### src/rtl/acpo_sa_stream_reader.sv
// Read-side master for the ACT+POOL result buffers: walks {bank,row} addresses,
// absorbs the one-cycle BRAM read latency and streams beats out through a small FIFO.
module acpo_sa_stream_reader #(
   parameter int SRAM_DEPTH    = 1024,
   parameter int BAND_WIDTH    = 16,
   parameter int DATA_WIDTH    = 8,
   parameter int ADDRESS_WIDTH = 10,
   parameter int FIFO_DEPTH    = 4,
   localparam int RW = $clog2(SRAM_DEPTH),
   localparam int BW = $clog2(BAND_WIDTH)
) (
   input  logic                     clk,
   input  logic                     rst,
   input  logic                     start_i,
   input  logic [RW:0]              len_i,
   output logic                     enb_d_sa_o,
   output logic [RW+BW-1:0]         addrb_d_sa_o,
   input  logic [DATA_WIDTH-1:0]    dob_d_sa_i,
   output logic                     enb_a_o,
   output logic [RW+BW-1:0]         addrb_a_o,
   input  logic [ADDRESS_WIDTH-1:0] dob_a_i,
   output logic                     out_valid_o,
   input  logic                     out_ready_i,
   output logic [DATA_WIDTH-1:0]    out_data_o,
   output logic [ADDRESS_WIDTH-1:0] out_addr_o,
   output logic [BW-1:0]            out_bank_o,
   output logic                     out_last_o,
   output logic                     busy_o,
   output logic                     done_o
);

   localparam int PW = $clog2(FIFO_DEPTH);
   localparam int EW = DATA_WIDTH + ADDRESS_WIDTH + BW + 1;
   localparam logic [BW-1:0] BANK_LAST = BW'(BAND_WIDTH - 1);
   localparam logic [PW+1:0] DEPTH_LIM = (PW+2)'(FIFO_DEPTH);

   typedef enum logic [1:0] {
      S_IDLE  = 2'd0,
      S_READ  = 2'd1,
      S_DRAIN = 2'd2,
      S_DONE  = 2'd3
   } state_t;

   state_t          state_r;
   logic [RW:0]     len_r;
   logic [RW:0]     row_r;
   logic [BW-1:0]   bank_r;
   logic            enb_r;
   logic            enb_last_r;
   logic [BW-1:0]   addr_bank_r;
   logic [RW-1:0]   addr_row_r;
   logic            pend_r;
   logic            pend_last_r;
   logic [BW-1:0]   pend_bank_r;
   logic [EW-1:0]   mem_r [FIFO_DEPTH];
   logic [PW-1:0]   wr_ptr_r;
   logic [PW-1:0]   rd_ptr_r;
   logic [PW:0]     count_r;

   logic            pop_s;
   logic            push_s;
   logic [PW+1:0]   inflight_s;
   logic            issue_s;
   logic            last_pos_s;
   logic            drain_done_s;
   logic [EW-1:0]   head_s;

   // Credit and sequencing decisions; credit counts FIFO entries plus both in-flight stages
   always_comb begin
      pop_s        = (count_r != {(PW+1){1'b0}}) && out_ready_i;
      push_s       = pend_r;
      inflight_s   = (PW+2)'(count_r) + (PW+2)'(pend_r) + (PW+2)'(enb_r);
      issue_s      = (state_r == S_READ) && (inflight_s < DEPTH_LIM);
      last_pos_s   = (bank_r == BANK_LAST) && (row_r == (len_r - (RW+1)'(1)));
      drain_done_s = !enb_r && !pend_r &&
                     ((count_r == {(PW+1){1'b0}}) || ((count_r == (PW+1)'(1)) && pop_s));
      head_s       = mem_r[rd_ptr_r];
   end

   // Job FSM, address walker and the registered BRAM request/pending stages
   always_ff @(posedge clk or negedge rst) begin
      if (!rst) begin
         state_r     <= S_IDLE;
         len_r       <= {(RW+1){1'b0}};
         row_r       <= {(RW+1){1'b0}};
         bank_r      <= {BW{1'b0}};
         enb_r       <= 1'b0;
         enb_last_r  <= 1'b0;
         addr_bank_r <= {BW{1'b0}};
         addr_row_r  <= {RW{1'b0}};
         pend_r      <= 1'b0;
         pend_last_r <= 1'b0;
         pend_bank_r <= {BW{1'b0}};
      end else begin
         enb_r       <= 1'b0;
         enb_last_r  <= 1'b0;
         pend_r      <= enb_r;
         pend_last_r <= enb_last_r;
         pend_bank_r <= addr_bank_r;
         case (state_r)
            S_IDLE: begin
               if (start_i) begin
                  len_r   <= len_i;
                  row_r   <= {(RW+1){1'b0}};
                  bank_r  <= {BW{1'b0}};
                  state_r <= (len_i == {(RW+1){1'b0}}) ? S_DONE : S_READ;
               end else begin
                  state_r <= S_IDLE;
               end
            end
            S_READ: begin
               if (issue_s) begin
                  enb_r       <= 1'b1;
                  enb_last_r  <= last_pos_s;
                  addr_bank_r <= bank_r;
                  addr_row_r  <= row_r[RW-1:0];
                  if (bank_r == BANK_LAST) begin
                     bank_r <= {BW{1'b0}};
                     row_r  <= row_r + (RW+1)'(1);
                  end else begin
                     bank_r <= bank_r + BW'(1);
                  end
                  if (last_pos_s) begin
                     state_r <= S_DRAIN;
                  end else begin
                     state_r <= S_READ;
                  end
               end else begin
                  state_r <= S_READ;
               end
            end
            S_DRAIN: begin
               if (drain_done_s) begin
                  state_r <= S_DONE;
               end else begin
                  state_r <= S_DRAIN;
               end
            end
            S_DONE:  state_r <= S_IDLE;
            default: state_r <= S_IDLE;
         endcase
      end
   end

   // FIFO pointers and occupancy
   always_ff @(posedge clk or negedge rst) begin
      if (!rst) begin
         wr_ptr_r <= {PW{1'b0}};
         rd_ptr_r <= {PW{1'b0}};
         count_r  <= {(PW+1){1'b0}};
      end else begin
         if (push_s) begin
            wr_ptr_r <= wr_ptr_r + PW'(1);
         end
         if (pop_s) begin
            rd_ptr_r <= rd_ptr_r + PW'(1);
         end
         case ({push_s, pop_s})
            2'b10:   count_r <= count_r + (PW+1)'(1);
            2'b01:   count_r <= count_r - (PW+1)'(1);
            default: count_r <= count_r;
         endcase
      end
   end

   // FIFO storage; contents are only visible through the valid-gated outputs
   always_ff @(posedge clk) begin
      if (push_s) begin
         mem_r[wr_ptr_r] <= {dob_d_sa_i, dob_a_i, pend_bank_r, pend_last_r};
      end
   end

   // Output stream from the FIFO head, forced to zero when empty
   always_comb begin
      if (count_r != {(PW+1){1'b0}}) begin
         out_valid_o = 1'b1;
         out_data_o  = head_s[EW-1 -: DATA_WIDTH];
         out_addr_o  = head_s[BW+1 +: ADDRESS_WIDTH];
         out_bank_o  = head_s[1 +: BW];
         out_last_o  = head_s[0];
      end else begin
         out_valid_o = 1'b0;
         out_data_o  = {DATA_WIDTH{1'b0}};
         out_addr_o  = {ADDRESS_WIDTH{1'b0}};
         out_bank_o  = {BW{1'b0}};
         out_last_o  = 1'b0;
      end
   end

   assign enb_d_sa_o   = enb_r;
   assign enb_a_o      = enb_r;
   assign addrb_d_sa_o = {addr_bank_r, addr_row_r};
   assign addrb_a_o    = {addr_bank_r, addr_row_r};
   assign busy_o       = (state_r == S_READ) || (state_r == S_DRAIN);
   assign done_o       = (state_r == S_DONE);

endmodule

### config.mk
export PLATFORM = sky130hd
export DESIGN_NAME = acpo_sa_stream_reader
export DESIGN_NICKNAME = d
export VERILOG_FILES = /design/src/rtl/acpo_sa_stream_reader.sv
export SDC_FILE = /design/constraint.sdc
export NUM_CORES = 1
export LEC_CHECK = 0
export ABC_AREA = 0
export ABC_CLOCK_PERIOD_IN_PS = 2900
export BUFFER_PORTS_ARGS = -buffer_cell sky130_fd_sc_hd__buf_2
export CAP_MARGIN = 10
export CORE_MARGIN = 10
export CORE_UTILIZATION = 45
export DETAILED_ROUTE_END_ITERATION = 16
export GPL_ROUTABILITY_DRIVEN = 1
export HOLD_SLACK_MARGIN = 0.12
export MAX_ROUTING_LAYER = met4
export PLACE_DENSITY_LB_ADDON = 0.05
export SLEW_MARGIN = 10
export SYNTH_ARGS = -nofsm -noshare
export SYNTH_HDL_FRONTEND = slang
export SYNTH_SLANG_ARGS = --single-unit
### constraint.sdc
create_clock -name clk -period 2.9 [get_ports clk]
set_clock_uncertainty 0.05 [all_clocks]
set_input_delay 0.725 -clock clk [delete_from_list [all_inputs] [get_ports clk]]
set_output_delay 0.725 -clock clk [all_outputs]
set_load 0.005 [all_outputs]
==> qor.yml, run 1 <==
synth_warnings: 0
power_leakage_nw: 3.13
period_share_pct: 93.1
crit_end: "out_data_o[1]"
rows: 43
clkTransAtPathRegs_ps: 60
fill_cells: 1176
postCtsSetupBuffers: 0
antenna_left: 0
timing.rr.end: "state_r[1]"
status: "finished clean"
slew_viol_final: 0
hp-class: "input port to async pin"
synth_edf_count: 92
crit_path_end_kind: "output pin"
drtIter0Drc: 141
startpoint: "rd_ptr_r[0]"
path_class: "flip-flop to output pin"
die_area_um2: 19700
die_h_um: 141
finalInstanceArea_um2: 7710
maxCapViolations: 0
drc: 0
multiInputGateArea_um2: 2120
max_freq_mhz: 370
htreeDepth: 4
cp-start-kind: "flip-flop"
antenna_found_initial: 0
syn_nets: 482
grt.overflow.total: 0
place_congestion: 0.834
drive_above_1_share_pct: 34.0
netlist_instances: 432
via_per_inst: 5.22
power_density_nw_per_um2: 982
insertion_delay_ps: 410
clock-sinks: 149
synth.distinct_cells: 46
layout_min_cycle_time_ps: 2700
die_w_um: 141
avgRoutedWirePerCell_um: 18.1
grt_pass1_vias: 4070
numCtsBuffers: 17
crit_fanout: 16
core_region_area_um2: 14000
syn2layout_area_growth_pct: 17.9
io_buffers: 88
seq_area_um2: 4190
dpl-instance-area_um2: 7150
cts_tree: "yes"
relSlewSlack_pct: 58.2
via_count: 3714
grt_pass1_wl_mm: 21.5
ios: 89
nets: 569
totalWireLength_mm: 12.9
r2r_slack_ps: 660
r2r_start: "len_r[0]"
grt_usage_pct: 14.1
hpwlAfterDp_mm: 9.32
setup_viol: 0
start_util_pct: 46.6
ys_async_sr_fraction_pct: 38.3
setup_tns_ps: 0
synth_ff_type: "edfxtp_1"
tightest_slew_ps: 625
rsz0062_at_grt: "no"
antennaDiodeCount: 0
clockBufferDepth: 2
worstPathArrival_ps: 1930
final_core_util_pct: 54.9
synth_seq_cells: 149
grt_max_degree: 36
drt_pass1_iterations: 4
fin_hold_ws_ps: 261
hold_violations: 0
synth_area_per_cell_um2: 15.1
synth_seq_area_share_pct: 64.1
cp.required_ps: 2120
rr_worst_depth: 6
synth_area_um2: 6540
peakVddDrop_mv: 0.409
holdBufCountCts: 0
cts_resized: 0
root_buffer: "clkbuf_16"
[worst max-delay path, cell delays in order (launching register included)]
cell,delay (ps)
dfrtp_2,350
buf_4,320
mux4_2,550
and2_1,170
buf_2,120
[final cells by class]
| class | instances | share of cell area (%) |
|---|---|---|
| Clock buffer | 21 | 5.85 |
| Timing Repair Buffer | 100 | 7.37 |
| Multi-Input combinational cell | 240 | 27.6 |
| Tap cell | 180 | 2.92 |
| Inverter | 11 | 0.536 |
| Clock inverter | 11 | 1.40 |
| Sequential cell | 149 | 54.4 |
[synth_stat cells (2+ instances only)]
master    count  area, um^2
nor2_1       21        78.8
ha_1         17         213
nor4_1        3        18.8
and2_1       31         194
nand2b_1      2        12.5
nand3b_1      2        15.0
nand4_1       7        43.8
inv_1        11        41.3
clkbuf_1     13        48.8
nor3_1        9        45.0
and3_1        3        18.8
buf_2         3        15.0
edfxtp_1     92        2760
a31oi_1       2        12.5
nand3_1       9        45.0
o21ai_0       8        40.0
nor4b_1       2        17.5
a21oi_1       3        15.0
dfrtp_1      57        1430
nor2b_1       2        12.5
xor2_1       12         105
buf_4        16         120
mux2i_1       3        30.0
xnor2_1      15         131
mux2_2       24         270
nand2_1      22        82.6
mux4_2       23         518
o311ai_0      2        17.5
[kinds of logic after synthesis]
group	Yosys count	synth area share, %
adders and majority gates	17	3.25
muxes	50	12.5
DFF	149	64.1
buffers and inverters	43	3.45
xor gates and xnor gates	27	3.62
AOI/OAI and AO/OA	24	2.70
and+or+nand+nor	122	10.4
[per-layer routing]
layer	vias up	track usage [%]	wire [um]
met1	1871	14.9	5090
met5	-	-	0
li1	1748	-	-
met2	78	24.6	7080
met4	0	5.33	229
met3	17	3.79	477
[worst min-delay path by stage]
stage,startpoint,to,cells past startpoint
3_3_place_gp,enb_last_r,pend_last_r,0
2_1_floorplan,enb_last_r,pend_last_r,0
4_1_cts,rst,len_r[6],1
5_1_grt,rst,row_r[5],1
3_5_place_dp,enb_last_r,pend_last_r,0
6_report,rst,row_r[5],1
[power breakdown]
group | internal (mW) | leakage [nW] | total (mW) | switching, mW
Clock | 1.27 | 0.274 | 2.06 | 0.783
Combinational | 1.24 | 1.28 | 2.42 | 1.17
Sequential | 2.74 | 1.58 | 3.10 | 0.358
[sequential cells by signal (all words and copies together) (netlist names), 3 cells and up]
name / cells
mem_r: 92
addr_bank_r: 4
len_r: 11
pend_bank_r: 4
row_r: 11
addr_row_r: 10
count_r: 3
bank_r: 4
[placed cells by master (no fill, tap or decap), types with 3 or more instances in the layout]
cell,Yosys,layout
xor2_1,12,12
clkinv_2,0,4
mux2_2,24,24
inv_1,11,11
mux2i_1,3,3
buf_12,0,3
clkinv_1,0,3
edfxtp_1,92,92
clkbuf_1,13,3
buf_4,16,9
nand4_1,7,7
nor2_1,21,21
and3_1,3,3
o21ai_0,8,8
nand3_1,9,9
nor3_1,9,9
a21oi_1,3,3
xnor2_1,15,15
nand2_1,22,22
ha_1,17,17
buf_2,3,88
mux4_2,23,23
clkbuf_16,0,17
and2_1,31,31
dfrtp_1,57,56
nor4_1,3,3
[per-stage QoR]
stage	instances	setup slack, ps	total power [mW]
2_1_floorplan	432	457	4.74
3_3_place_gp	680	596	5.59
3_5_place_dp	680	589	5.64
4_1_cts	712	142	7.72
5_1_grt	712	73.9	8.11
6_report	712	200	7.57
No activity file was read; power rests on OpenSTA's default activity.
==> inputs of run 2 (changes only) <==
--- a/config.mk
+++ b/config.mk
@@ -10,7 +10,7 @@
 export BUFFER_PORTS_ARGS = -buffer_cell sky130_fd_sc_hd__buf_2
 export CAP_MARGIN = 10
 export CORE_MARGIN = 10
-export CORE_UTILIZATION = 45
+export CORE_UTILIZATION = 55
 export DETAILED_ROUTE_END_ITERATION = 16
 export GPL_ROUTABILITY_DRIVEN = 1
 export HOLD_SLACK_MARGIN = 0.12
==> run 2 against run 1 <==
Utilization up 12 points. Sequential power about the same. Clock power about the same. Hold slack better by 6.2 ps. Via count down 0.35%. Critical path type unchanged. Critical path depth unchanged. Largest power group unchanged. Final cell count down 4.5%. Final area down 0.54%. Global-route usage up 1.5 points. Power up 0.30%.
==> qor.yml, run 2 (synthesis results as in run 1) <==
status: "finished clean"
clockBufferDepth: 2  # unchanged
drt_pass1_iterations: 5  # +1
root_buffer: "clkbuf_16"
fin_cells: 680  # -4.5%
setup_viol: 0  # unchanged
setup_tns_ps: 0  # unchanged
most-common-layout-cells: "92 x edfxtp_1, 88 x buf_2, 56 x dfrtp_1"
tightest_slew_ps: 610  # -15.1 ps
clock-sinks: 149  # unchanged
dpl-instance-area_um2: 7070  # -1.1%
crit_fanout: 7  # -9
layout_commonest_cell: "edfxtp_1"
place_congestion: 0.793  # -4.9%
reg_top3: "mem_r x92, len_r x11, row_r x11"
regMostFlops: "mem_r"
layout_min_cycle_time_ps: 2680  # -18.2 ps
io_buffers: 88  # unchanged
finalInstanceArea_um2: 7660  # -0.54%
numCtsBuffers: 17  # unchanged
avgRoutedWirePerCell_um: 18.1  # +0.15%
worstPathArrival_ps: 1910  # -20 ps
dp_slack_ps: 424  # -165 ps
via_per_inst: 5.44  # +4.3%
via_count: 3701  # -0.35%
slew_viol_final: 0  # unchanged
timing.rr.end: "row_r[10]"
antenna_found_initial: 0  # unchanged
die_w_um: 129  # -8.2%
fin_hold_ws_ps: 267  # +6.16 ps
relSlewSlack_pct: 59.2  # +1.0 points
rsz0062_at_grt: "no"
grt_pass1_vias: 3872  # -4.9%
die_h_um: 129  # -8.2%
antennaDiodeCount: 0  # unchanged
power_switching_mw: 2.31  # about the same
grt_max_degree: 34  # -5.6%
syn2layout_area_growth_pct: 17.2
totalWireLength_mm: 12.3  # -4.3%
grt.overflow.total: 0  # unchanged
largest_reg_flops: 92  # unchanged
hp-class: "input port to async pin"
power.share.sequential_pct: 40.9  # about the same
hold_violations: 0  # unchanged
drtIter0Drc: 215  # +52%
fin_ws_ps: 218  # +18.2 ps
p_int_mw: 5.28  # +0.46%
cp-start-kind: "flip-flop"
p_clk_share_pct: 27.3  # about the same
maxCapViolations: 0  # unchanged
rows: 39  # -9.3%
cp.required_ps: 2120  # about the same
hpwlAfterDp_mm: 8.62  # -7.6%
drive_above_1_share_pct: 34.6  # +0.61 points
grt_pass1_wl_mm: 19.6  # -8.7%
grt_usage_pct: 15.6  # +1.5 points
die_area_um2: 16600  # -16%
r2r_slack_ps: 540  # -120 ps
crit_path_end_kind: "output pin"
max_freq_mhz: 373  # +0.68%
path_class: "flip-flop to output pin"
peakVddDrop_mv: 0.537  # +31%
nets: 574  # +0.88%
period_share_pct: 92.5  # -0.63 points
power_density_nw_per_um2: 991  # +0.84%
clkTransAtPathRegs_ps: 60  # about the same
cts_tree: "yes"
ios: 89  # unchanged
core_region_area_um2: 11500  # -18%
place_inst: 644  # -5.3%
rr_worst_depth: 8  # +2
r2r_start: "state_r[1]"
antenna_left: 0  # unchanged
insertion_delay_ps: 410  # about the same
power_leakage_nw: 3.14  # +0.22%
drc: 0  # unchanged
start_util_pct: 56.8  # +10 points
swShare_pct: 30.5  # -0.11 points
htreeDepth: 4  # unchanged
p_comb_share_pct: 31.8  # about the same
==> run 2: cell count changes in the layout (fill, tap and decap cells not counted), sizes merged <==
cell | previous run | this run
buf | 100 | 105
clkbuf | 21 | 22
clkinv | 7 | 6
clkinvlp | 1 | 2
inv | 12 | 11
==> run 2: through the flow <==
stage	utilization [%]	power, mW
finish	66.6	7.59
global route	66.6	8.04
CTS	66.3	7.65
detailed placement	61.4	5.57
global placement	61.4	5.51
floorplan	-	4.74
==> run 2: cell type report <==
class	count	area [um^2]
sequential	149	4190
fill	820	3850
multi-input combinational	240	2120
timing repair buffer	105	568
clock buffer	22	454
tap	143	179
clock inverter	10	106
inverter	11	41.3
==> run 2: power groups by stage <==
stage               Sequential (mW)  Clock, mW  Combinational [mW]
finish                         3.10       2.07                2.42
CTS                            3.14       2.11                2.41
detailed placement             3.18          0                2.39
global placement               3.16          0                2.35
global route                   3.16       2.20                2.67
floorplan                      3.01          0                1.73
==> run 2: worst max-delay path by stage <==
stage | start | end | slack, ps | cells past startpoint
floorplan | rd_ptr_r[0] | out_addr_o[1] | 460 | 4
global placement | rd_ptr_r[0] | out_bank_o[0] | 430 | 4
finish | rd_ptr_r[0] | out_addr_o[2] | 220 | 4
global route | rd_ptr_r[0] | out_addr_o[2] | 140 | 4
detailed placement | rd_ptr_r[0] | out_data_o[3] | 420 | 4
CTS | rd_ptr_r[0] | out_addr_o[2] | 30 | 4
==> run 2: repair_timing <==
item                                    in CTS  in global routing
setup buffers                                0                  4
hold buffers                                 0                  0
endpoints found under the setup margin      14                  4
gates resized for setup                      1                  0
pin swaps                                    0                  0
==> run 2: per-layer routing <==
layer  vias up  share of wire [%]  global-route usage [%]
li1       1760                  -                       -
met5         -                  0                       -
met1      1849                 41                    17.2
met2        79                 54                    26.9
met3        13                3.8                    3.71
met4         0                1.2                    5.82
==> run 2: worst max-delay path: stages, from the launching register on <==
cell,delay [ps]
dfrtp_4,470
buf_4,220
mux4_2,520
and2_1,170
buf_2,120
==> inputs of run 3 (changes only) <==
--- a/config.mk
+++ b/config.mk
@@ -9,6 +9,7 @@
 export ABC_CLOCK_PERIOD_IN_PS = 2900
 export BUFFER_PORTS_ARGS = -buffer_cell sky130_fd_sc_hd__buf_2
 export CAP_MARGIN = 10
+export CORE_ASPECT_RATIO = 0.8
 export CORE_MARGIN = 10
 export CORE_UTILIZATION = 55
 export DETAILED_ROUTE_END_ITERATION = 16
==> run 3 against run 2 <==
Power rose by 2.1%. Non-clock buffer count fell by 3. Maximum frequency rose by 0.98%. Via count rose by 0.41%. Sequential power barely moved. Count of clock-buffer cells in the layout fell by 4. Hold slack got worse by 110 ps. Sequential share of layout area fell by 0.25 points. Combinational power barely moved. Sequential cell count did not move. Global-route usage rose by 0.82 points. Critical endpoint is now out_data_o[0]. Critical path depth did not move.
==> qor.yml, run 3 (synthesis results as in run 1) <==
clockBufferDepth: 2  # unchanged
clkTransAtPathRegs_ps: 60  # about the same
cp_num_buf_inv: 2  # unchanged
period_share_pct: 91.6  # -0.89 points
fill_cells: 883  # +7.7%
place_congestion: 0.868  # +9.4%
clock-sinks: 149  # unchanged
layout_commonest_cell: "edfxtp_1"
crit_fanout: 12  # +5
rows: 35  # -10%
fin_cells: 682  # +0.29%
numCtsBuffers: 17  # unchanged
drt_pass1_iterations: 4  # -1
htreeDepth: 4  # unchanged
holdBufCountCts: 0  # unchanged
avgRoutedWirePerCell_um: 18.7  # +3.3%
reg_top3: "mem_r x92, len_r x11, row_r x11"
crit_chain: "buf_4, mux4_2, and2_1, buf_2"
cts_tree: "yes"
cp-start-kind: "flip-flop"
syn2layout_area_growth_pct: 17.7
critical_path.max_stage_delay_ps: 530  # about the same
nets: 571  # -0.52%
cp_slowest_cell: "mux4_2"
start_util_pct: 56.5  # -0.22 points
slew_viol_final: 0  # unchanged
drc: 0  # unchanged
most-common-layout-cells: "92 x edfxtp_1, 88 x buf_2, 56 x dfrtp_1"
grt_usage_pct: 16.4  # +0.82 points
peakVddDrop_mv: 0.466  # -13%
dp_slack_ps: 616  # +192 ps
hp-class: "input port to async pin"
critical_path_depth: 4  # unchanged
relSlewSlack_pct: 61.5  # +2.3 points
largest_reg_flops: 92  # unchanged
setup_tns_ps: 0  # unchanged
cp.required_ps: 2120  # about the same
antennaDiodeCount: 0  # unchanged
fin_ws_ps: 244  # +25.9 ps
via_per_inst: 5.45  # +0.11%
hold_violations: 0  # unchanged
grt_pass1_wl_mm: 20.9  # +6.7%
via_count: 3716  # +0.41%
ios: 89  # unchanged
rsz0062_at_grt: "no"
place_inst: 650  # +0.93%
grt_max_degree: 27  # -21%
grt_pass1_vias: 4006  # +3.5%
drtIter0Drc: 191  # -11%
die_h_um: 118  # -8.9%
crit_family: "multiplexers"
layout_min_cycle_time_ps: 2660  # -25.9 ps
crit_path_end_kind: "output pin"
maxCapViolations: 0  # unchanged
drive_above_1_share_pct: 35.0  # +0.38 points
io_buffers: 88  # unchanged
root_buffer: "clkbuf_16"
rr_worst_depth: 8  # unchanged
core_region_area_um2: 11600  # +0.39%
max_freq_mhz: 376  # +0.98%
setup_viol: 0  # unchanged
hpwlAfterDp_mm: 8.89  # +3.2%
power_leakage_nw: 3.15  # +0.46%
regMostFlops: "mem_r"
totalWireLength_mm: 12.8  # +3.6%
postCtsSetupBuffers: 0  # unchanged
antenna_found_initial: 0  # unchanged
die_w_um: 142  # +10%
tightest_slew_ps: 576  # -34.5 ps
status: "finished clean"
worstPathArrival_ps: 1880  # -30 ps
cts_resized: 0  # -1
power_density_nw_per_um2: 1010  # +1.7%
antenna_left: 0  # unchanged
grt.overflow.total: 0  # unchanged
insertion_delay_ps: 410  # about the same
die_area_um2: 16700  # +0.16%
path_class: "flip-flop to output pin"
[run 3: cell types whose count changed in the layout (fill, tap and decap cells not counted), sizes merged]
cell    before  now
inv         11   13
buf        105  102
clkbuf      22   18
bufinv       2    4
[run 3: report_power, final]
group	switching, mW	internal (mW)
logic	1.20	1.23
registers	0.344	2.74
clock network	0.811	1.43
[run 3: final timing paths]
path | start | end | slack [ps]
setup / recovery | rd_ptr_r[0] | out_data_o[0] | 240
hold reg to reg | enb_last_r | pend_last_r | 320
setup reg to reg | state_r[1] | row_r[10] | 620
hold / removal | rst | len_r[7] | 160
min in group clk | enb_last_r | pend_last_r | 320
max in group asynchronous | rst | addr_row_r[0] | 1990
[run 3: through the flow]
step           hold slack, ps  power, mW  utilization [%]  instance area (um^2)
6_report                  156       7.75             66.6                  7700
5_1_grt                   159       8.27             66.6                  7700
4_1_cts                   149       7.87             66.6                  7700
3_5_place_dp              307       5.60             61.3                  7090
3_3_place_gp              319       5.53             61.3                  7090
2_1_floorplan             281       4.74                -                  6540
[run 3: worst register-to-register path, stage by stage (launching register included)]
cell and delay (ps):
dfrtp_1 390, inv_1 80, ha_1 310, nand2b_1 140
and2_1 210, or2_2 360, nor4_1 380, xnor2_1 170
nor2_1 50
[run 3: metal layers]
layer  vias up  global-route usage [%]  wire (um)
li1       1764                       -          -
met1      1861                    19.7       5780
met2        82                    25.9       6320
met3         9                    5.24        546
met4         0                    4.91        109
met5         -                       -          0
[run 3: final cells by class]
| cell class | instances | area (um^2) | area share [%] |
|---|---|---|---|
| flip-flops and latches | 149 | 4190 | 54.4 |
| clock inverters | 14 | 181 | 2.36 |
| multi-input cells | 240 | 2120 | 27.6 |
| repair buffers | 102 | 546 | 7.09 |
| inverters | 11 | 41.3 | 0.536 |
| well taps | 148 | 185 | 2.41 |
| clock buffers | 18 | 429 | 5.58 |
